[config.mk]
export PLATFORM = sky130hd
export DESIGN_NAME = key_filter_multi
export DESIGN_NICKNAME = d
export VERILOG_FILES = /design/src/rtl/key_filter_pkg.sv /design/src/rtl/key_filter_ch.sv /design/src/rtl/key_filter_multi.sv
export SDC_FILE = /design/constraint.sdc
export NUM_CORES = 1
export LEC_CHECK = 0
export CAP_MARGIN = 20
export CORE_MARGIN = 2
export CORE_UTILIZATION = 63
export CTS_CLUSTER_DIAMETER = 30
export CTS_CLUSTER_SIZE = 20
export DETAILED_ROUTE_END_ITERATION = 8
export HOLD_SLACK_MARGIN = 0.06
export PLACE_DENSITY = 0.87
export SLEW_MARGIN = 20
export SYNTH_ARGS = -nofsm -noshare
export SYNTH_HDL_FRONTEND = slang
export SYNTH_SLANG_ARGS = --single-unit
[constraint.sdc]
create_clock -name clk -period 3.7 [get_ports clk]
set_input_delay 0.555 -clock clk [delete_from_list [all_inputs] [get_ports clk]]
set_output_delay 0.555 -clock clk [all_outputs]
set_load 0.03 [all_outputs]
[src/rtl/key_filter_pkg.sv]
// key_filter_pkg: shared state encodings, width helper and next-state function for the key debouncer.
//   No ports; imported by key_filter_ch.
package key_filter_pkg;

    typedef enum logic [3:0] {
        IDLE    = 4'b0001,
        FILTER0 = 4'b0010,
        DOWN    = 4'b0100,
        FILTER1 = 4'b1000
    } state_t;

    // Counter width that never collapses to zero bits (e.g. a disabled hold timer).
    function automatic int cnt_width(input longint n);
        return n < 2 ? 1 : $clog2(n);
    endfunction

    // Any edge beats the terminal count; a press edge inside FILTER1 is a bounce back to DOWN.
    function automatic state_t next_state(input state_t s, input logic pe, input logic re, input logic tc);
        case (s)
            IDLE:    return pe ? FILTER0 : IDLE;
            FILTER0: return re ? IDLE : (tc && !pe) ? DOWN : FILTER0;
            DOWN:    return re ? FILTER1 : DOWN;
            FILTER1: return pe ? DOWN : (tc && !re) ? IDLE : FILTER1;
            default: return IDLE;
        endcase
    endfunction

endpackage

[src/rtl/key_filter_ch.sv]
// key_filter_ch: one debounced key channel (synchroniser, edge detect, debounce FSM, hold timer).
//   clk         system clock
//   rst         asynchronous active-low reset
//   key_in      raw key pin, asynchronous to clk
//   key_press   1-cycle pulse on debounced press
//   key_release 1-cycle pulse on debounced release
//   key_long    1-cycle pulse once per press after LONG_MAX cycles held
//   key_state   debounced level, 1 = pressed
module key_filter_ch
    import key_filter_pkg::*;
#(
    parameter int CNT_MAX    = 1_000_000,
    parameter int LONG_MAX   = 50_000_000,
    parameter bit ACTIVE_LOW = 1'b1
) (
    input  logic clk,
    input  logic rst,
    input  logic key_in,
    output logic key_press,
    output logic key_release,
    output logic key_long,
    output logic key_state
);

    localparam int CW = cnt_width(CNT_MAX);
    localparam int HW = cnt_width(LONG_MAX + 1);
    localparam logic [CW-1:0] CNT_TOP   = CW'(CNT_MAX - 1);
    localparam logic [HW-1:0] HOLD_SAT  = HW'(LONG_MAX);
    localparam logic [HW-1:0] HOLD_FIRE = HW'(LONG_MAX - 1);
    localparam bit LONG_EN = LONG_MAX != 0;

    logic r1, r2, pe, re;
    logic press_edge, rel_edge, enter_down, leave_up;
    logic [CW-1:0] cnt;
    logic [HW-1:0] hold, hold_n;
    state_t state, state_n;

    // p = 1 means pressed regardless of pin polarity
    assign press_edge = r1 & ~r2;
    assign rel_edge   = ~r1 & r2;
    assign state_n    = next_state(state, pe, re, cnt == CNT_TOP);
    assign enter_down = state == FILTER0 && state_n == DOWN;
    assign leave_up   = state == FILTER1 && state_n == IDLE;
    assign hold_n     = enter_down ? '0 :
                        (state inside {DOWN, FILTER1}) && hold != HOLD_SAT ? hold + 1'b1 : hold;

    // Edge pulses are registered once before the FSM, giving 2 sync + 1 edge + CNT_MAX latency.
    always_ff @(posedge clk or negedge rst) begin
        if (!rst) begin
            r1          <= 1'b0;
            r2          <= 1'b0;
            pe          <= 1'b0;
            re          <= 1'b0;
            state       <= IDLE;
            cnt         <= '0;
            hold        <= '0;
            key_press   <= 1'b0;
            key_release <= 1'b0;
            key_long    <= 1'b0;
            key_state   <= 1'b0;
        end else begin
            r1          <= key_in ^ ACTIVE_LOW;
            r2          <= r1;
            pe          <= press_edge;
            re          <= rel_edge;
            state       <= state_n;
            cnt         <= (pe || re || state_n != state || !(state inside {FILTER0, FILTER1})) ? '0 : cnt + 1'b1;
            hold        <= hold_n;
            key_press   <= enter_down;
            key_release <= leave_up;
            key_state   <= state_n inside {DOWN, FILTER1};
            // Fires only on the cycle hold arrives at LONG_MAX-1, and never on the way out to IDLE.
            key_long    <= LONG_EN && state_n != IDLE && hold_n == HOLD_FIRE && (hold_n != hold || enter_down);
        end
    end

endmodule

[src/rtl/key_filter_multi.sv]
// key_filter_multi: KEY_NUM independent push-button debouncers.
//   clk         system clock
//   rst         asynchronous active-low reset
//   key_in      raw key pins, asynchronous to clk
//   key_press   per-channel 1-cycle press pulse
//   key_release per-channel 1-cycle release pulse
//   key_long    per-channel 1-cycle long-press pulse
//   key_state   per-channel debounced level, 1 = pressed
module key_filter_multi #(
    parameter int KEY_NUM    = 4,
    parameter int CNT_MAX    = 1_000_000,
    parameter int LONG_MAX   = 50_000_000,
    parameter bit ACTIVE_LOW = 1'b1
) (
    input  logic               clk,
    input  logic               rst,
    input  logic [KEY_NUM-1:0] key_in,
    output logic [KEY_NUM-1:0] key_press,
    output logic [KEY_NUM-1:0] key_release,
    output logic [KEY_NUM-1:0] key_long,
    output logic [KEY_NUM-1:0] key_state
);

    for (genvar i = 0; i < KEY_NUM; i++) begin : g_ch
        key_filter_ch #(
            .CNT_MAX   (CNT_MAX),
            .LONG_MAX  (LONG_MAX),
            .ACTIVE_LOW(ACTIVE_LOW)
        ) u_ch (
            .clk        (clk),
            .rst        (rst),
            .key_in     (key_in[i]),
            .key_press  (key_press[i]),
            .key_release(key_release[i]),
            .key_long   (key_long[i]),
            .key_state  (key_state[i])
        );
    end

endmodule

# Yosys cells after proc, flatten, opt, wreduce, memory -nomap -nowiden

Cells that the tools add are included.

Output and inout bits: 16
Flip-flop bits (word level): 232
Bits of input ports: 6
Logic and storage cells: 232

Add/sub/neg operators: 8
Bitwise logic cells: 20
Reduce and logical (&&, ||, !) cells: 68
Eq/ne operators: 52
Multiplexer cells: 40

Operators with widths:

| kind                                                            | number |
|---|---|
| 26-bit two-way mux                                              | 8 |
| 26-bit by 1-bit adder with 26-bit output, second input constant | 4 |
| 26-bit == test, second input constant                           | 4 |
| 26-bit != test                                                  | 4 |
| 26-bit != test, second input constant                           | 4 |
| 20-bit by 1-bit adder with 20-bit output, second input constant | 4 |
| 20-bit == test, second input constant                           | 4 |
| 20-bit two-way mux                                              | 4 |
| 4-bit two-way mux                                               | 16 |
| 4-bit one-hot mux with 4 select lines                           | 4 |
| 4-bit by 1-bit == test with 1-bit output, second input constant | 8 |
| 4-bit by 3-bit == test with 1-bit output, second input constant | 8 |
| 4-bit == test, second input constant                            | 8 |
| 1-bit logical AND                                               | 28 |
| 2-bit nonzero test                                              | 12 |
| 4-bit by 2-bit == test with 1-bit output, second input constant | 4 |
| 1-bit logical OR                                                | 16 |
| 4-bit by 1-bit != test with 1-bit output, second input constant | 4 |
| 4-bit != test                                                   | 4 |
| 1-bit logical NOT                                               | 12 |
| 3-bit two-way mux                                               | 4 |
| 1-bit inverter                                                  | 12 |
| 1-bit bitwise AND                                               | 8 |
| 2-bit two-way mux                                               | 4 |

# Logic depth before layout (Yosys ltp)

Word-level depth: 11
Mapped depth: 10
Depth with buffers taken out: 9

# Modules after synthesis

A second synthesis with hierarchy kept.

Cell total of the unflattened synthesis: 1356
Area total of the unflattened synthesis: 12942.4 sq um

By module, submodules not included:

| module        | times used | area an instance (sq um) | cells each |
|---|---|---|---|
| key_filter_ch | 4          | 3235.6                   | 339 |

# Worst setup path after synthesis

OpenSTA, ideal clock, no wires.

Kind: register to register
Start point: reg g_ch[2].u_ch.cnt[8]
End point: reg g_ch[2].u_ch.key_long
Setup time: 0.068 ns
Data required time: 3.632 ns
Data arrival time: 2.563 ns
Stages on the path, launching flop included: 9
Path slack: 1.069 ns
Cell sequence: dfrtp_1 or4_1 or4_4 nor4_4 buf_6 nor2_1 mux2_4 nor4b_2 and4_1

Word-level cells in the longest chain between the ends: 11
Elaborated cells between the ends (all ways): 17
Classes of those cells: eq/ne (5); mux (6); reduce/logical (6)

Ends and longest elaborated chain:

| what                                                          | line                                       | RTL |
|---|---|---|
| start, declared                                               | key_filter_ch.sv:34                        | `logic [CW-1:0] cnt;` |
| start signal, assigned                                        | key_filter_ch.sv:67                        | `cnt <= (pe \|\| re \|\| state_n != state \|\| !(state inside {FILTER0, FILTER1})) ? '0 : cnt + 1'b1;` |
| 20-bit == test *                                              | key_filter_ch.sv:41                        | `assign state_n = next_state(state, pe, re, cnt == CNT_TOP);` |
| 1-bit logical AND, on equally long branches                   | key_filter_pkg.sv:23, key_filter_pkg.sv:21 |  |
| 4-bit two-way mux / 3-bit two-way mux (equally long branches) | key_filter_pkg.sv:23, key_filter_pkg.sv:21 |  |
| 4-bit two-way mux, on equally long branches                   | key_filter_pkg.sv:23, key_filter_pkg.sv:21 |  |
| 4-bit one-hot mux with 4 select lines *                       | key_filter_pkg.sv:19                       | `case (s)` |
| 4-bit by 3-bit == test with 1-bit output *                    | key_filter_ch.sv:42                        | `assign enter_down = state == FILTER0 && state_n == DOWN;` |
| 1-bit logical AND *                                           | key_filter_ch.sv:42                        |  |
| 26-bit two-way mux *                                          | key_filter_ch.sv:44                        | `assign hold_n = enter_down ? '0 :` |
| named net g_ch[2].u_ch.hold_n[9]                              | key_filter_ch.sv:35                        | `logic [HW-1:0] hold, hold_n;` |
| 26-bit == test / 26-bit != test (equally long branches)       | key_filter_ch.sv:73                        | `key_long <= LONG_EN && state_n != IDLE && hold_n == HOLD_FIRE && (hold_n != hold \|\| enter_down);` |
| 1-bit logical AND / 1-bit logical OR (equally long branches)  | key_filter_ch.sv:73                        |  |
| 1-bit logical AND *                                           | key_filter_ch.sv:73                        |  |
| end signal, assigned                                          | key_filter_ch.sv:73                        |  |
| end, declared                                                 | key_filter_ch.sv:21                        | `output logic key_long,` |

Mark *: on every way through the listed nets, which the timed path passes. The rest lies on a longest branch.

# Final worst setup path

Start point: reg g_ch[2].u_ch.cnt[8]
End point: reg g_ch[2].u_ch.cnt[6]

Word-level cells in the longest chain between the ends: 9
Elaborated cells between the ends (all ways): 12
Classes of those cells: eq/ne (2); mux (6); reduce/logical (4)

Ends and longest elaborated chain:

| what                                  | line                 | RTL |
|---|---|---|
| 20-bit == test                        | key_filter_ch.sv:41  |  |
| 1-bit logical AND                     | key_filter_pkg.sv:21 | `FILTER0: return re ? IDLE : (tc && !pe) ? DOWN : FILTER0;` |
| 3-bit two-way mux                     | key_filter_pkg.sv:21 |  |
| 4-bit two-way mux                     | key_filter_pkg.sv:21 |  |
| 4-bit one-hot mux with 4 select lines | key_filter_pkg.sv:19 |  |
| named net g_ch[2].u_ch.state_n[1]     | key_filter_ch.sv:36  | `state_t state, state_n;` |
| 4-bit != test                         | key_filter_ch.sv:67  |  |
| 1-bit logical OR (2 in series)        | key_filter_ch.sv:67  |  |
| 20-bit two-way mux                    | key_filter_ch.sv:67  |  |

The timed path passes the listed nets, and every way through them passes these cells.

==> summary.txt <==
final period utilization - 0.826
critical path's slowest cell - or4_4
class of the worst hold path - in2async
Setup WS pre-CTS - 0.707 ns
# hold bufs at CTS - 0
total gr overflow - 0
Post-Place Cells - 1,575
I/O pin count - 22
worst-path maximum fanout - 18
WL per Instance - 16.6 um
Placer Congestion - 0.934
Pwr per Cell Area - 490 nW/um^2
Area Overhead vs Synth - 16.0%
Slew HR - 0.411
GRT Overall Usage - 0.276
setup ws final - 0.645 ns
Die Footprint - 20,800 um^2
Net Switching - 0.00161 W
H-tree levels - 2
max incr delay on CP - 0.56 ns
Synth Cell Area - 12,400 um^2
first-pass GRT wire length - 47.0 mm
initial antenna violation count - 0
actual slew at the worst max-slew pin - 0.880 ns
Die W - 144 um
flops & latches, synth - 232
fillcell total - 1,319
Top FF cell, synth - dfrtp_1
largest net degree at the start of global routing - 112
critical path's top delay family - simple AND/OR/NAND/NOR gates
yosys warns - 0
IO buf count - 21
DRC - 0
HPWL after detailed placement - 17.5 mm
met3 WL - 1.54 mm
min cycle time layout - 3.06 ns
maximum VDD drop - 0.704 mV
outcome - finished, final reports clean
cell taking the most area after synthesis - dfrtp_1
CTS tree - built
fmax - 0.327 GHz
worst-path cell chain - or4_1, or4_4, o311ai_1, a21boi_1, a22oi_1, or2_1, nor2_1
DRT iter0 DRCs - 815
Clk pwr share - 0.613
Clock Skew - 0.0148 ns
cts bufs inserted - 47
CP Capture Type - flip-flop
final net count - 1,377
unrepaired setup endpoints after global routing - false
CTS Root Cell - clkbuf_16
Vias/cell - 6.02
FP Rows - 51
final hold vios - 0
post-route ant nets - 0
Pint - 0.00542 W
main area contributors after synthesis - dfrtp_1 (46%), nor2_1 (7.6%), xnor2_1 (6.6%), xor2_1 (6.4%), nand3_1 (3.3%)
metal2 WL - 13.4 mm
Pleak - 6.00 nW
Die Ht - 144 um
number of synthesized flops with an enable pin - 0
Max Cap Viol - 0
WHS - 0.0958 ns
number of library cell types mapped by synthesis - 72
Top Metal Used - met4
Worst setup SP type - flip-flop
number of global-route vias before repair - 9,689
synthesized instance count - 1,338
crit path kind - reg2reg
top cell type's share of synthesized area - 0.461
TNS Setup - 0 ns
sequential power share - 0.368
Combinational Power Share - 0.019
CP Data Required Time - 4.09 ns
vias - 10,000
DRT Pass-1 Iters - 5
layout cells sized above 1 - 0.0966
Post-CTS Setup Bufs - 0
Max clock buf depth - 3
initial core utilization - 0.638
Total Wirelength - 27.6 mm
fraction of registers with async set/reset - 1.00
setup violators final - 0
switching share of total power - 0.229
Ant. Diodes - 0
fin cells - 1,663
CTS resizes - 0
core area - 19,400 um^2
Syn Nets - 1,356
sequential area share after synthesis - 0.469
Clock Pin Slew Worst Setup and Hold Paths - 0.05 ns
clock latency on the worst-skew pair - 0.54 ns
WL met1 - 11.9 mm
Critical Path AT - 3.44 ns
Final Max Slew Viols - 0
Sinks on Clock Net - 232
Synth Area per Inst - 9.25 um^2
worst path bufs/invs - 0
==> cell usage after synthesis, types with 28 or more instances <==
cell,instances
nor2_1,250
nand4_1,41
clkbuf_1,38
and3_1,28
nand3_1,82
nor3_1,39
nand2_1,85
inv_1,44
dfrtp_1,228
xnor2_1,93
xor2_1,91
nor4_1,37
==> area by class of cell <==
type	instances	area, um^2	area share
Multi-Input combinational cell	998	6090	0.424
Sequential cell	232	5810	0.405
Clock buffer	50	1200	0.0834
Clock inverter	38	435	0.0303
Tap cell	265	332	0.0231
Timing Repair Buffer	36	328	0.0228
Inverter	44	165	0.0115
==> through the flow <==
| stage | util | instance area [um^2] | total power (W) |
|---|---|---|---|
| finish | 0.740 | 14400 | 0.00703 |
| global route | 0.740 | 14400 | 0.00725 |
| CTS | 0.740 | 14400 | 0.00708 |
| detailed placement | 0.656 | 12700 | 0.00276 |
| global placement | 0.656 | 12700 | 0.00276 |
| floorplan | - | 12400 | 0.00269 |
==> flip-flops by register name, summed over array words and instances (netlist names) <==
| register | flops |
|---|---|
| g_ch.u_ch.key_state | 4 |
| g_ch.u_ch.r2 | 4 |
| g_ch.u_ch.cnt | 80 |
| g_ch.u_ch.hold | 104 |
| g_ch.u_ch.re | 4 |
| g_ch.u_ch.key_long | 4 |
| g_ch.u_ch.key_press | 4 |
| g_ch.u_ch.key_release | 4 |
| g_ch.u_ch.pe | 4 |
| g_ch.u_ch.r1 | 4 |
| g_ch.u_ch.state | 16 |
==> metal layers <==
metal | track usage | vias up
met2 | 0.456 | 350
li1 | - | 4669
met5 | 0 | -
met4 | 0.103 | 0
met1 | 0.370 | 4923
met3 | 0.0464 | 64
==> worst paths after layout <==
kind,from,to,slack [ns],depth (start not counted)
worst max register to register,g_ch[2].u_ch.cnt[8]$_DFF_PN0_,g_ch[2].u_ch.cnt[6]$_DFF_PN0_,0.64,7
max in group asynchronous,rst,g_ch[2].u_ch.state[0]$_DFF_PN1_,2.66,2
worst max-delay path,g_ch[2].u_ch.cnt[8]$_DFF_PN0_,g_ch[2].u_ch.cnt[6]$_DFF_PN0_,0.64,7
worst min-delay path,rst,g_ch[1].u_ch.state[1]$_DFF_PN0_,0.1,1
worst min register to register,g_ch[0].u_ch.r1$_DFF_PN0_,g_ch[0].u_ch.r2$_DFF_PN0_,0.39,0
min in group clk,g_ch[0].u_ch.r1$_DFF_PN0_,g_ch[0].u_ch.r2$_DFF_PN0_,0.39,0
==> logic make-up after synthesis <==
| group | after synthesis | synth area share |
|---|---|---|
| xor+xnor | 184 | 0.130 |
| flops | 232 | 0.469 |
| simple gates | 706 | 0.296 |
| compound gates | 92 | 0.0496 |
| fa+ha+maj | 12 | 0.0121 |
| mux | 4 | 0.00364 |
| buf+inv | 108 | 0.0394 |
==> power groups by stage <==
stage                     clock, W  combinational (W)  sequential (W)
final                      0.00431           0.000133         0.00259
after global routing       0.00450           0.000152         0.00259
after CTS                  0.00436           0.000137         0.00259
after detailed placement         0           0.000135         0.00263
after global placement           0           0.000131         0.00263
after floorplan                  0          0.0000617         0.00262
==> layout by cell type (no fill, tap or decap), types with 5 or more instances in the layout <==
cell	n
and3_1	28
clkinv_2	5
xnor2_1	93
bufinv_16	6
clkbuf_16	47
nor4_1	37
nand4_1	41
nor4b_1	7
o211ai_1	7
inv_1	44
clkdlybuf4s50_1	20
clkinvlp_4	11
or3_1	14
inv_6	10
and2_1	10
or4b_2	5
nor3_1	38
nand2b_1	13
and4b_1	5
and4_1	16
buf_4	15
o31ai_1	5
dfrtp_1	228
nor2b_1	21
or2_2	10
xor2_1	91
a21oi_1	16
nand3_1	82
nand2_1	85
nand3b_1	9
nor2_1	250
ha_1	12
or4_1	10
o21ai_0	20
nand4b_1	6
Note: power is estimated with default switching activity, not from simulation.
